`config.mk`:
```
export PLATFORM = sky130hd
export DESIGN_NAME = simple_demux
export DESIGN_NICKNAME = d
export VERILOG_FILES = /design/src/rtl/simple_demux.sv
export SDC_FILE = /design/constraint.sdc
export NUM_CORES = 1
export LEC_CHECK = 0
export CAP_MARGIN = 30
export CORE_UTILIZATION = 35
export DETAILED_ROUTE_END_ITERATION = 8
export SLEW_MARGIN = 20
export SYNTH_ARGS = -nofsm -noshare
export SYNTH_HDL_FRONTEND = slang
export SYNTH_HIERARCHICAL = 1
export SYNTH_SLANG_ARGS = --single-unit
```
`constraint.sdc`:
```
create_clock -name clk -period 6.5 [get_ports clk]
set_input_delay 1.3 -clock clk [delete_from_list [all_inputs] [get_ports clk]]
set_output_delay 1.3 -clock clk [all_outputs]
set_load 0.05 [all_outputs]
```
`src/rtl/simple_demux.sv`:
```
// One-input, two-output stream demultiplexer with a small FIFO per output.
// sel routes each accepted word to A (0) or B (1); per-output acceptance counters wrap at 16 bits.

module simple_demux_fifo #(
    parameter int DATA_W = 32,
    parameter int DEPTH  = 2
) (
    input  logic              clk,
    input  logic              rst,
    input  logic              push,
    input  logic              pop,
    input  logic [DATA_W-1:0] wdata,
    output logic              full,
    output logic              empty,
    output logic [DATA_W-1:0] rdata
);
    localparam int AW = $clog2(DEPTH);

    logic [AW:0]       wr_ptr_q, wr_ptr_d;
    logic [AW:0]       rd_ptr_q, rd_ptr_d;
    logic [DATA_W-1:0] mem_q [DEPTH];
    logic [DATA_W-1:0] mem_d [DEPTH];
    logic              do_push_s;
    logic              do_pop_s;

    // The extra pointer MSB separates full from empty when the index bits match.
    assign full      = (wr_ptr_q[AW] != rd_ptr_q[AW]) && (wr_ptr_q[AW-1:0] == rd_ptr_q[AW-1:0]);
    assign empty     = (wr_ptr_q == rd_ptr_q);
    assign rdata     = mem_q[rd_ptr_q[AW-1:0]];
    assign do_push_s = push && !full;
    assign do_pop_s  = pop && !empty;

    // Next-state pointers and storage write.
    always_comb begin
        wr_ptr_d = wr_ptr_q;
        rd_ptr_d = rd_ptr_q;
        mem_d    = mem_q;
        if (do_push_s) begin
            mem_d[wr_ptr_q[AW-1:0]] = wdata;
            wr_ptr_d                = wr_ptr_q + {{AW{1'b0}}, 1'b1};
        end else begin
            wr_ptr_d = wr_ptr_q;
        end
        if (do_pop_s) begin
            rd_ptr_d = rd_ptr_q + {{AW{1'b0}}, 1'b1};
        end else begin
            rd_ptr_d = rd_ptr_q;
        end
    end

    // Pointer registers; reset empties the FIFO and overrides any push/pop.
    always_ff @(posedge clk) begin
        if (rst) begin
            wr_ptr_q <= {(AW + 1){1'b0}};
            rd_ptr_q <= {(AW + 1){1'b0}};
        end else begin
            wr_ptr_q <= wr_ptr_d;
            rd_ptr_q <= rd_ptr_d;
        end
    end

    // Storage needs no reset: data is only observed while the FIFO is non-empty.
    always_ff @(posedge clk) begin
        mem_q <= mem_d;
    end
endmodule

`ifdef FORMAL
module simple_demux_formal_env (
    input logic sel
);
    // Constrain the route to A so B-side state can be proven constant.
    always_comb begin
        assume (sel == 1'b0);
    end
endmodule
`endif

module simple_demux #(
    parameter int DATA_W = 32,
    parameter int DEPTH  = 2
) (
    input  logic              clk,
    input  logic              rst,
    input  logic              in_valid,
    output logic              in_ready,
    input  logic [DATA_W-1:0] in_data,
    input  logic              sel,
    output logic              out_a_valid,
    input  logic              out_a_ready,
    output logic [DATA_W-1:0] out_a_data,
    output logic              out_b_valid,
    input  logic              out_b_ready,
    output logic [DATA_W-1:0] out_b_data,
    output logic [15:0]       count_a,
    output logic [15:0]       count_b
);
    logic        full_a_s, empty_a_s;
    logic        full_b_s, empty_b_s;
    logic        push_a_s, push_b_s;
    logic        pop_a_s,  pop_b_s;
    logic [15:0] count_a_q, count_a_d;
    logic [15:0] count_b_q, count_b_d;

    // Readiness looks only at the currently selected FIFO, never at in_valid,
    // and ignores a same-cycle pop so a full FIFO never passes data through.
    assign in_ready = sel ? !full_b_s : !full_a_s;
    assign push_a_s = in_valid && in_ready && (sel == 1'b0);
    assign push_b_s = in_valid && in_ready && (sel == 1'b1);
    assign pop_a_s  = out_a_valid && out_a_ready;
    assign pop_b_s  = out_b_valid && out_b_ready;

    assign out_a_valid = !empty_a_s;
    assign out_b_valid = !empty_b_s;
    assign count_a     = count_a_q;
    assign count_b     = count_b_q;

    simple_demux_fifo #(.DATA_W(DATA_W), .DEPTH(DEPTH)) u_fifo_a (
        .clk   (clk),
        .rst   (rst),
        .push  (push_a_s),
        .pop   (pop_a_s),
        .wdata (in_data),
        .full  (full_a_s),
        .empty (empty_a_s),
        .rdata (out_a_data)
    );

    simple_demux_fifo #(.DATA_W(DATA_W), .DEPTH(DEPTH)) u_fifo_b (
        .clk   (clk),
        .rst   (rst),
        .push  (push_b_s),
        .pop   (pop_b_s),
        .wdata (in_data),
        .full  (full_b_s),
        .empty (empty_b_s),
        .rdata (out_b_data)
    );

    // Acceptance counters, wrapping naturally at 16 bits.
    always_comb begin
        count_a_d = count_a_q;
        count_b_d = count_b_q;
        if (push_a_s) begin
            count_a_d = count_a_q + 16'd1;
        end else begin
            count_a_d = count_a_q;
        end
        if (push_b_s) begin
            count_b_d = count_b_q + 16'd1;
        end else begin
            count_b_d = count_b_q;
        end
    end

    // Counter registers.
    always_ff @(posedge clk) begin
        if (rst) begin
            count_a_q <= 16'd0;
            count_b_q <= 16'd0;
        end else begin
            count_a_q <= count_a_d;
            count_b_q <= count_b_d;
        end
    end

`ifdef FORMAL
    simple_demux_formal_env u_formal_env (
        .sel (sel)
    );
`endif
endmodule

```
Yosys cells after proc, flatten, opt, wreduce, memory -nomap -nowiden. Cells that the tools add are included. Widths: inputs -> output; s select.

Bits in registers: 168. Input port bits: 38. Output and inout bits: 99. Word-level logic and storage cells: 63.

Add/sub/neg operators: 6. Magnitude comparators: 6. Equal/unequal tests: 6. Muxes and demuxes: 13. Bitwise operators: 5. Reductions and logical operators: 17.

Operators with widths (count): $mux 32 (8); $bwmux 64 (2); $demux 32 s1 (2); $add 16x1->16 const B (2); $logic_and 1x1->1 (13); $add 2x1->2 const B (4); $ge 2x2->1 const B (4); $not 1->2 (4); $eq 2x2->1 (2); $logic_not 1->1 (4); $lt 2x1->1 const B (2); $eq 1x1->1 (2); $ne 1x1->1 (2); $mux 1 (1); $not 1->1 (1).

Logic depth before layout (Yosys ltp). Gate-level depths: netlist of run 1.

Word-level depth: 7. Depth in mapped cells: 9. Mapped depth without buffers: 7.

Modules after synthesis. The synthesis of run 1 kept the hierarchy.

Modules (own cells, without submodules): simple_demux_fifo (instances 2, cells each 131, area an instance 2542.4 µm²); simple_demux (instances 1, cells each 167, area an instance 1471.4 µm²).

Worst setup path after synthesis of run 1. Ideal clock, no wire load.

Kind: input to register. Start: in sel. End: reg u_fifo_a/mem_q[0] in the netlist's numbering, enable pin. Arrival: 3.538 ns. Data required time: 6.068 ns. Slack: 2.530 ns. Stages on the path: 4. Cells stage by stage: buf_6 nor3b_4 nand2_1 a21oi_1.

Longest elaborated chain between the ends: 4. Elaborated cells between the ends (all ways): 5. Classes of those cells: mux (1); bitwise (1); reduce/logical (3).

Ends and longest elaborated chain: start: declaration (RTL line 88) `input logic sel,`; $mux 1 (RTL line 107) `assign in_ready = sel ? !full_b_s : !full_a_s;`; $logic_and 1x1->1 (RTL line 108) `assign push_a_s = in_valid && in_ready && (sel == 1'b0);`; $logic_and 1x1->1 (*) (RTL line 108); net push_a_s (RTL line 100) `logic push_a_s, push_b_s;`; $logic_and 1x1->1 (*) (RTL line 30) `assign do_push_s = push && !full;`; end signal: assignment (RTL line 64) `mem_q <= mem_d;`; end: declaration (RTL line 21) `logic [DATA_W-1:0] mem_q [DEPTH];`.

The timed path passes the listed nets; every way through them passes the cells marked *. A chain may end at the register's enable or synchronous reset.

Worst setup path after layout of run 1.
Start: in sel. End: out in_ready.

Longest elaborated chain between the ends: 1.

Ends and longest elaborated chain: $mux 1 (RTL line 107); end: declaration (RTL line 86) `output logic in_ready,`.

No other way between the ends.

==> results.tsv, run 1 <==
stage	metric	value	unit
worst_setup_path	r2r_cells	7	
worst_setup_path	timing.rr.start	u_fifo_a/rd_ptr_q[0]	
power_and_ir_drop	power.leakage	2.97	nW
logic_synthesis	synth_simple_gate_area_share	8.61	%
drt	dr_wl_met3	911	um
final_layout	diodes	0	
power_and_ir_drop	ir_worst_vdd	0.183	mV
worst_setup_path	cp_max_fo	5	
timing	finalClockSkew	9.64	ps
clocking	cts_buffer_depth	2	
logic_synthesis	yosys_warnings	6	
die	ioPinCount	137	
final_layout	nNetsFinal	615	
worst_setup_path	worstSetupStartpointType	input port	
worst_setup_path	cpMostUsedCell	clkdlybuf4s50_1	
drt	wl_met1	5870	um
logic_synthesis	synth_cell_types	34	
logic_synthesis	synth_compound_area_share	3.47	%
worst_setup_path	crit_path_max_incr_delay	820	ps
logic_synthesis	synth_xor_area_share	3.21	%
final_layout	drive_gt1_share	18.7	%
worst_setup_path	end_kind	output pin	
drt	vias_per_cell	4.87	
die	initial_core_util	36.1	%
placed_design	place_area	0.00822	mm2
logic_synthesis	async_flop_share	0	%
logic_synthesis	postSynthAreaPerCell	15.3	um2
drt	post-route-drc-count	10	
logic_synthesis	yosysMostFrequentCell	edfxtp_1	
final_layout	final_cells	817	
global_routing	grt_pass1_vias	4119	
timing	min_period	4270	ps
worst_setup_path	critical_path_class	input port to output pin	
global_routing	track_usage	14.7	%
die	die_w	139	um
logic_synthesis	synthMuxAreaShare	11.9	%
flow_run	cap_violations	0	
timing	final_hold_viol_count	0	
worst_setup_path	required	5200	ps
drt	top_layer	met4	
logic_synthesis	synth_edf_count	128	
clocking	cts_hold_buf	0	
status	status	finished with violations	
clocking	clk_pin_slew	70	ps
placed_design	place.gp.congestion	0.756	
drt	vias	3978	
worst_hold_path	min_path_type	flip-flop to flip-flop	
clocking	cts_setup_buffers	0	
drt	post_drt_wl_per_cell	16.8	um
clocking	cts_max_level	4	
placed_design	hpwl	9050	um
final_layout	stdcell_area	0.00887	mm2
logic_synthesis	yosys.area.top_type	edfxtp_1	
worst_setup_path	endpoint	in_ready	
clocking	cts_made_buffers	17	
global_routing	grt_pass1_wl	21800	um
worst_hold_path	min_from	count_a[15]	
clocking	clkLatencyLatePin	420	ps
logic_synthesis	netlist_area	0.00656	mm2
logic_synthesis	synth_cells	429	
worst_setup_path	startpoint	sel	
drt	dr.pass1.iters	9	
clocking	cts_sinks	168	
logic_synthesis	synth_top_family_by_area	multiplexers	
drt	route.met2.wl	6770	um
timing	hold_ws	497	ps
logic_synthesis	synthTopCellsByCount	128 x edfxtp_1, 64 x mux2_2, 40 x dfxtp_1, 32 x nor2_1, 19 x a21oi_1	
worst_setup_path	critPathArrivalTime	2970	ps
timing	grt_setup_unrepaired	false	
timing	fmax	234	MHz
clocking	cts_resized	0	
timing	relSlewSlack	47.4	%
final_layout	fillers	1555	
logic_synthesis	synth_ff_type	edfxtp_1	
clocking	cts_tree	done	
worst_setup_path	r2r_setup_slack	3300	ps
logic_synthesis	synth_fa_ha_area_share	0.382	%
logic_synthesis	ys_ff_latch	168	
logic_synthesis	syn_nets	469	
final_layout	syn2layout_area_growth	35.4	%
die	die_h	139	um
placed_design	numPortBuffers	136	
die	row_count	49	
logic_synthesis	synthTopCellsByArea	edfxtp_1 59%, dfxtp_1 12%, mux2_2 11%, nor2_1 1.8%, xnor2_1 1.7%	
die	core_area	0.0181	mm2
placed_design	dp.cells	784	
power_and_ir_drop	power.density	311	mW/mm2
timing	drv_slew	0	
clocking	root_buffer	clkbuf_16	
timing	final.period_utilization	65.8	%
drt	ant_nets	0	
logic_synthesis	synth_top_area_share	58.6	%
drt	drt-initial-drc-count	218	
timing	setup_tns	0	ps
global_routing	grt_overflow	0	
timing	worstMarginPinSlew	788	ps
die	dieArea	0.0193	mm2
worst_setup_path	cpMaxStageDelayCell	clkdlybuf4s50_1	
global_routing	grt_start_max_net_pins	42	
drt	wl	13700	um
logic_synthesis	synth-seq-area-share	70.8	%
worst_setup_path	crit_path_cell_trace	clkdlybuf4s50_1 > mux2i_1 > clkdlybuf4s50_1	
timing	setup_viol_count_final	0	
status	violations	DRC	
worst_setup_path	r2r-end	u_fifo_a/mem_q[12]	
global_routing	antenna_found_initial	0	
how the worst min path moves through the flow:
stage                                      end  depth (start not counted)  slack [ps]
after floorplan           u_fifo_a/rd_ptr_q[1]                          2         510
after detailed placement           count_a[15]                          2         490
final                              count_a[15]                          2         500
after global routing               count_b[13]                          2         540
after global placement             count_a[15]                          2         470
after CTS                          count_a[15]                          2         500
sequential cells by signal (all words and copies together) (netlist names):
register and count:
u_fifo_b/rd_ptr_q 2, u_fifo_a/mem_q 64, u_fifo_b/wr_ptr_q 2, count_b 16, u_fifo_b/mem_q 64, u_fifo_a/wr_ptr_q 2
u_fifo_a/rd_ptr_q 2, count_a 16
per-layer routing:
metal	track usage, %	vias to the layer above
met4	5.96	0
li1	-	1908
met5	0	-
met2	24.9	118
met1	17.6	1939
met3	4.28	13
where the power goes:
group          switching [W]  internal, W  leakage, nW  total (W)
clock network       0.000410     0.000648        0.295    0.00106
registers          0.0000268      0.00120         1.50    0.00123
logic               0.000296     0.000178         1.18   0.000474
total               0.000733      0.00202         2.97    0.00276
critical path, delay by kind of cell:
kind	cells	cell delay, ps
buffers and inverters	2	1450
muxes	1	220
layout by cell type (no fill, tap or decap), types with 11 or more instances in the layout:
cell type        count
xor2_1              11
o21ai_0             11
mux2_2              64
clkdlybuf4s50_1    136
clkbuf_16           17
a21oi_1             17
nand2_1             18
edfxtp_1           128
nor2_1              32
xnor2_1             13
or3_1               11
dfxtp_1             38
cells by family after synthesis:
kind of cell / after synthesis
mux: 70
xor+xnor: 24
compound gates: 39
flops: 168
simple gates: 103
buf+inv: 23
fa+ha+maj: 2
area by class of cell:
type / count / area [um2] / share of cell area [%]
clock buffer: 19 / 433 / 4.88
clock inverter: 13 / 190 / 2.14
inverter: 7 / 26.3 / 0.296
multi-input combinational: 238 / 1830 / 20.6
sequential: 168 / 4650 / 52.4
tap: 229 / 287 / 3.23
timing repair buffer: 143 / 1460 / 16.5
stage by stage:
stage,util [%],setup slack (ps),power (W)
detailed placement,45.3,2220,0.00172
global placement,45.1,2240,0.00171
global route,48.9,2170,0.00285
floorplan,-,2530,0.00155
CTS,48.8,2210,0.00279
finish,48.9,2230,0.00276
No activity file was read; power rests on OpenSTA's default activity.
==> inputs of run 2 (changes only) <==
==> constraint.sdc (replaced) <==
create_clock -name clk -period 3.7 [get_ports clk]
set_input_delay 0.74 -clock clk [delete_from_list [all_inputs] [get_ports clk]]
set_output_delay 0.74 -clock clk [all_outputs]
set_load 0.05 [all_outputs]
==> results.tsv, run 2 (same netlist as run 1, synthesis figures left out) <==
stage	metric	value	unit	change
drt	post_drt_wl_per_cell	17.1	um	+1.9%
timing	min_period	3390	ps	
die	initial_core_util	36.1	%	unchanged
timing	worstMarginPinSlew	708	ps	-79.6 ps
timing	relSlewSlack	52.8	%	+5.4 points
final_layout	final_cells	818		+0.12%
clocking	cts_buffer_depth	2		unchanged
timing	fmax	295	MHz	
final_layout	diodes	0		unchanged
global_routing	grt_overflow	0		unchanged
power_and_ir_drop	combinationalPowerShare	17.8	%	+0.6 points
worst_setup_path	crit_path_max_incr_delay	780	ps	-40 ps
placed_design	hpwl	9060	um	about the same
drt	dr.pass1.iters	9		unchanged
drt	ant_nets	0		unchanged
drt	post-route-drc-count	10		unchanged
placed_design	place.gp.congestion	0.762		+0.78%
final_layout	syn2layout_area_growth	34.1	%	
die	die_h	139	um	unchanged
worst_setup_path	cp_max_fo	26		+21
final_layout	fillers	1578		+1.5%
worst_setup_path	critical_path_class	flip-flop to output pin		
global_routing	grt_pass1_wl	22300	um	+2.1%
worst_setup_path	timing.rr.start	u_fifo_a/rd_ptr_q[0]		
timing	final_hold_viol_count	0		unchanged
timing	setup_tns	0	ps	unchanged
global_routing	grt_start_max_net_pins	41		-2.4%
die	row_count	49		unchanged
drt	wl	14000	um	+2.0%
power_and_ir_drop	power.total	0.00462	W	+68%
power_and_ir_drop	switchingPower	0.00128	W	+75%
timing	fin_ws	314	ps	-1910 ps
clocking	root_buffer	clkbuf_16		
clocking	cts_tree	done		
worst_setup_path	endpoint	out_a_data[9]		
clocking	cts_max_level	4		unchanged
die	dieArea	0.0193	mm2	unchanged
clocking	clkLatencyLatePin	420	ps	about the same
power_and_ir_drop	p_seq_share	46.6	%	+2.2 points
die	ioPinCount	137		unchanged
global_routing	grt_pass1_vias	4152		+0.80%
worst_setup_path	end_kind	output pin		
worst_setup_path	r2r_setup_slack	1070	ps	-2230 ps
power_and_ir_drop	ir_worst_vdd	0.310	mV	+70%
final_layout	nNetsFinal	617		+0.33%
drt	vias_per_cell	4.93		+1.2%
clocking	clk_pin_slew	60	ps	about the same
drt	vias	4031		+1.3%
power_and_ir_drop	p_int	0.00334	W	+65%
timing	finalClockSkew	11.9	ps	+2.25 ps
final_layout	layout_commonest_cell	clkdlybuf4s50_1		
placed_design	numPortBuffers	136		unchanged
clocking	cts_made_buffers	17		unchanged
status	status	finished with violations		
power_and_ir_drop	power.density	526	mW/mm2	+69%
power_and_ir_drop	power.leakage	2.95	nW	-0.74%
clocking	cts_resized	0		unchanged
power_and_ir_drop	power.share.clock	35.6	%	-2.8 points
worst_setup_path	worstSetupStartpointType	flip-flop		
worst_setup_path	startpoint	u_fifo_a/rd_ptr_q[0]		
global_routing	track_usage	15.3	%	+0.58 points
placed_design	dp.cells	787		+0.38%
clocking	cts_hold_buf	0		unchanged
status	violations	DRC		
clocking	cts_sinks	168		unchanged
timing	hold_ws	501	ps	+4.17 ps
placed_design	dp_slack	523	ps	-1700 ps
final_layout	layout_common_cells	136 x clkdlybuf4s50_1, 128 x edfxtp_1, 64 x mux2_2, 38 x dfxtp_1, 32 x nor2_1		
worst_setup_path	crit_path_cell_trace	buf_4 > mux2_2 > clkdlybuf4s50_1		
die	core_area	0.0181	mm2	unchanged
final_layout	largestRegisters	u_fifo_a/mem_q: 64 flops, u_fifo_b/mem_q: 64 flops		
worst_setup_path	critPathArrivalTime	2650	ps	-320 ps
die	die_w	139	um	unchanged
worst_setup_path	cpMaxStageDelayCell	dfxtp_2		
timing	drv_slew	0		unchanged
worst_setup_path	required	2960	ps	-2240 ps
clocking	cts_setup_buffers	0		unchanged
power_and_ir_drop	switching_share	27.7	%	+1.2 points
worst_setup_path	r2r-end	u_fifo_a/mem_q[38]		
timing	grt_setup_unrepaired	false		
flow_run	cap_violations	0		unchanged
timing	final.period_utilization	91.5	%	
timing	setup_viol_count_final	0		unchanged
drt	drt-initial-drc-count	217		-0.46%
worst_hold_path	min_path_type	flip-flop to flip-flop		
final_layout	drive_gt1_share	19.0	%	+0.31 points
global_routing	antenna_found_initial	0		unchanged
worst_setup_path	r2r_cells	6		-1
run 2: how the worst min path moves through the flow:
stage	start	to	slack, ps	cells past startpoint
floorplan	u_fifo_a/wr_ptr_q[1]	u_fifo_a/rd_ptr_q[1]	510	2
global placement	count_a[15]	count_a[15]	480	2
detailed placement	count_a[15]	count_a[15]	490	2
CTS	count_a[15]	count_a[15]	500	2
global route	count_a[15]	count_a[15]	530	2
finish	count_a[15]	count_a[15]	500	2
run 2: through the flow:
stage / instance area (um2) / util, %
detailed placement: 8240 / 45.4
finish: 8790 / 48.4
global placement: 8240 / 45.4
global route: 8790 / 48.4
floorplan: 6560 / -
CTS: 8790 / 48.4
run 2: layout make-up:
cell class | instances | area, um2 | area share (%)
inverter | 7 | 26.3 | 0.299
tap | 229 | 287 | 3.26
clock inverter | 13 | 118 | 1.34
sequential | 168 | 4650 | 52.9
clock buffer | 18 | 429 | 4.88
timing repair buffer | 145 | 1450 | 16.5
multi-input combinational | 238 | 1830 | 20.8
run 2: critical path: cells and delay by family, from the launching register on:
family	cells	cell delay (ps)
buf+inv	2	1080
flops	1	780
mux	1	370
run 2: power by group through the flow:
stage          registers [W]  logic, W  clock network (W)
3_3_place_gp         0.00219  0.000827                  0
6_report             0.00215  0.000824            0.00164
4_1_cts              0.00216  0.000835            0.00169
2_1_floorplan        0.00217  0.000552                  0
3_5_place_dp         0.00220  0.000831                  0
5_1_grt              0.00216  0.000863            0.00177
run 2: metal layers:
layer	up-vias	GRT usage [%]	part of all wire, %
li1	1909	-	-
met1	1995	18.6	44
met4	0	5.61	1.2
met2	114	25.1	47
met5	-	0	0
met3	13	5.28	7.2
==> inputs of run 3 (changes only) <==
--- a/config.mk
+++ b/config.mk
@@ -8,6 +8,7 @@
 export CAP_MARGIN = 30
 export CORE_UTILIZATION = 35
 export DETAILED_ROUTE_END_ITERATION = 8
+export GPL_ROUTABILITY_DRIVEN = 1
 export SLEW_MARGIN = 20
 export SYNTH_ARGS = -nofsm -noshare
 export SYNTH_HDL_FRONTEND = slang
==> constraint.sdc (replaced) <==
create_clock -name clk -period 4.11 [get_ports clk]
set_input_delay 0.822 -clock clk [delete_from_list [all_inputs] [get_ports clk]]
set_output_delay 0.822 -clock clk [all_outputs]
set_load 0.05 [all_outputs]
==> results.tsv, run 3 (same netlist as run 1, synthesis figures left out) <==
stage	metric	value	unit	change
drt	vias_per_cell	4.92		-0.22%
clocking	root_buffer	clkbuf_16		
clocking	clk_pin_slew	70	ps	about the same
worst_setup_path	critical_path_class	flip-flop to output pin		
clocking	cts_made_buffers	17		unchanged
drt	wl	13800	um	-1.7%
drt	ant_nets	0		unchanged
timing	setup_viol_count_final	0		unchanged
worst_setup_path	required	3290	ps	+330 ps
global_routing	grt_overflow	0		unchanged
clocking	cts_setup_buffers	0		unchanged
final_layout	layout_common_cells	136 x clkdlybuf4s50_1, 128 x edfxtp_1, 64 x mux2_2, 38 x dfxtp_1, 32 x nor2_1		
die	die_w	139	um	unchanged
drt	post-route-drc-count	10		unchanged
placed_design	dp_slack	810	ps	+287 ps
power_and_ir_drop	combinationalPowerShare	17.2	%	-0.6 points
flow_run	cap_violations	0		unchanged
timing	fin_ws	624	ps	+310 ps
timing	relSlewSlack	53.0	%	+0.16 points
final_layout	largestRegisters	u_fifo_a/mem_q: 64 flops, u_fifo_b/mem_q: 64 flops		
timing	final.period_utilization	84.8	%	
worst_setup_path	crit_path_max_incr_delay	780	ps	about the same
worst_setup_path	critPathArrivalTime	2660	ps	about the same
clocking	cts_sinks	168		unchanged
status	violations	DRC		
power_and_ir_drop	switching_share	28.1	%	+0.37 points
global_routing	grt_start_max_net_pins	41		unchanged
power_and_ir_drop	p_int	0.00309	W	-7.4%
worst_setup_path	cp_max_fo	27		+3.8%
power_and_ir_drop	power.density	485	mW/mm2	-7.8%
power_and_ir_drop	p_seq_share	45.1	%	-1.5 points
timing	drv_slew	0		unchanged
placed_design	numPortBuffers	136		unchanged
die	die_h	139	um	unchanged
die	core_area	0.0181	mm2	unchanged
global_routing	track_usage	14.8	%	-0.44 points
clocking	cts_max_level	4		unchanged
timing	fmax	287	MHz	
power_and_ir_drop	ir_worst_vdd	0.272	mV	-12%
final_layout	syn2layout_area_growth	35.3	%	
drt	dr.pass1.iters	9		unchanged
die	row_count	49		unchanged
clocking	cts_hold_buf	0		unchanged
timing	worstMarginPinSlew	705	ps	-2.42 ps
power_and_ir_drop	power.leakage	2.98	nW	+1.0%
clocking	cts_tree	done		
drt	vias	4032		+0.025%
power_and_ir_drop	power.total	0.00430	W	-6.9%
worst_setup_path	crit_path_cell_trace	buf_4 > mux2_2 > clkdlybuf4s50_1		
worst_setup_path	cpMaxStageDelayCell	dfxtp_2		
timing	grt_setup_unrepaired	false		
worst_setup_path	end_kind	output pin		
timing	min_period	3490	ps	
worst_setup_path	worstSetupStartpointType	flip-flop		
clocking	cts_buffer_depth	2		unchanged
placed_design	hpwl	9220	um	+1.8%
power_and_ir_drop	switchingPower	0.00121	W	-5.7%
timing	setup_tns	0	ps	unchanged
worst_hold_path	min_path_type	flip-flop to flip-flop		
final_layout	diodes	0		unchanged
timing	finalClockSkew	13.0	ps	+1.08 ps
global_routing	grt_pass1_wl	21900	um	-1.9%
clocking	cts_resized	0		unchanged
clocking	clkLatencyLatePin	430	ps	about the same
final_layout	drive_gt1_share	19.6	%	+0.61 points
global_routing	grt_pass1_vias	4124		-0.67%
die	initial_core_util	36.1	%	unchanged
drt	post_drt_wl_per_cell	16.8	um	-2.0%
final_layout	nNetsFinal	618		+0.16%
timing	final_hold_viol_count	0		unchanged
timing	hold_ws	499	ps	-1.70 ps
die	ioPinCount	137		unchanged
power_and_ir_drop	power.share.clock	37.7	%	+2.1 points
status	status	finished with violations		
drt	drt-initial-drc-count	184		-15%
final_layout	layout_commonest_cell	clkdlybuf4s50_1		
placed_design	place.gp.congestion	0.788		+3.4%
global_routing	antenna_found_initial	0		unchanged
die	dieArea	0.0193	mm2	unchanged
[run 3: cell types whose count changed in the layout (fill, tap and decap cells not counted), sizes merged]
cell | before | now
clkinv | 6 | 3
inv | 12 | 15
buf | 9 | 10
bufinv | 1 | 2
clkbuf | 18 | 17
clkinvlp | 1 | 2
[run 3: through the flow]
step                      area [um2]  cells  util [%]
after floorplan                 6560    429         -
after global placement          8260    788      45.5
after detailed placement        8260    788      45.5
after CTS                       8870    820      48.9
after global routing            8870    820      48.9
final                           8870    820      48.9
[run 3: metal layers]
| metal | global-route usage, % | share of wire, % |
|---|---|---|
| met5 | 0 | 0 |
| met4 | 6.14 | 1.6 |
| met3 | 4.52 | 6.2 |
| met2 | 23.8 | 48 |
| met1 | 18.6 | 44 |
[run 3: final cells by class]
cell class	instances	area, um2
multi-input cells	238	1830
repair buffers	146	1470
clock buffers	17	425
well taps	229	287
flip-flops and latches	168	4650
clock inverters	15	184
inverters	7	26.3
fillers	1532	9270
[run 3: critical path: cells and delay by family (launching register included)]
family   cells  cell delay (ps)
buf+inv      2             1060
flops        1              780
mux          1              370
[run 3: final timing paths]
kind | startpoint | to | slack (ps) | depth (start not counted)
setup reg to reg | u_fifo_b/rd_ptr_q[0] | u_fifo_b/mem_q[54] | 1180 | 6
hold reg to reg | count_a[15] | count_a[15] | 500 | 2
hold / removal | count_a[15] | count_a[15] | 500 | 2
setup / recovery | u_fifo_b/rd_ptr_q[0] | out_b_data[10] | 620 | 3
[run 3: power groups by stage]
stage               Combinational [W]  Clock (W)  Sequential, W
global route                 0.000773    0.00172        0.00195
finish                       0.000740    0.00162        0.00194
CTS                          0.000749    0.00165        0.00194
floorplan                    0.000497          0        0.00196
global placement             0.000742          0        0.00198
detailed placement           0.000745          0        0.00198
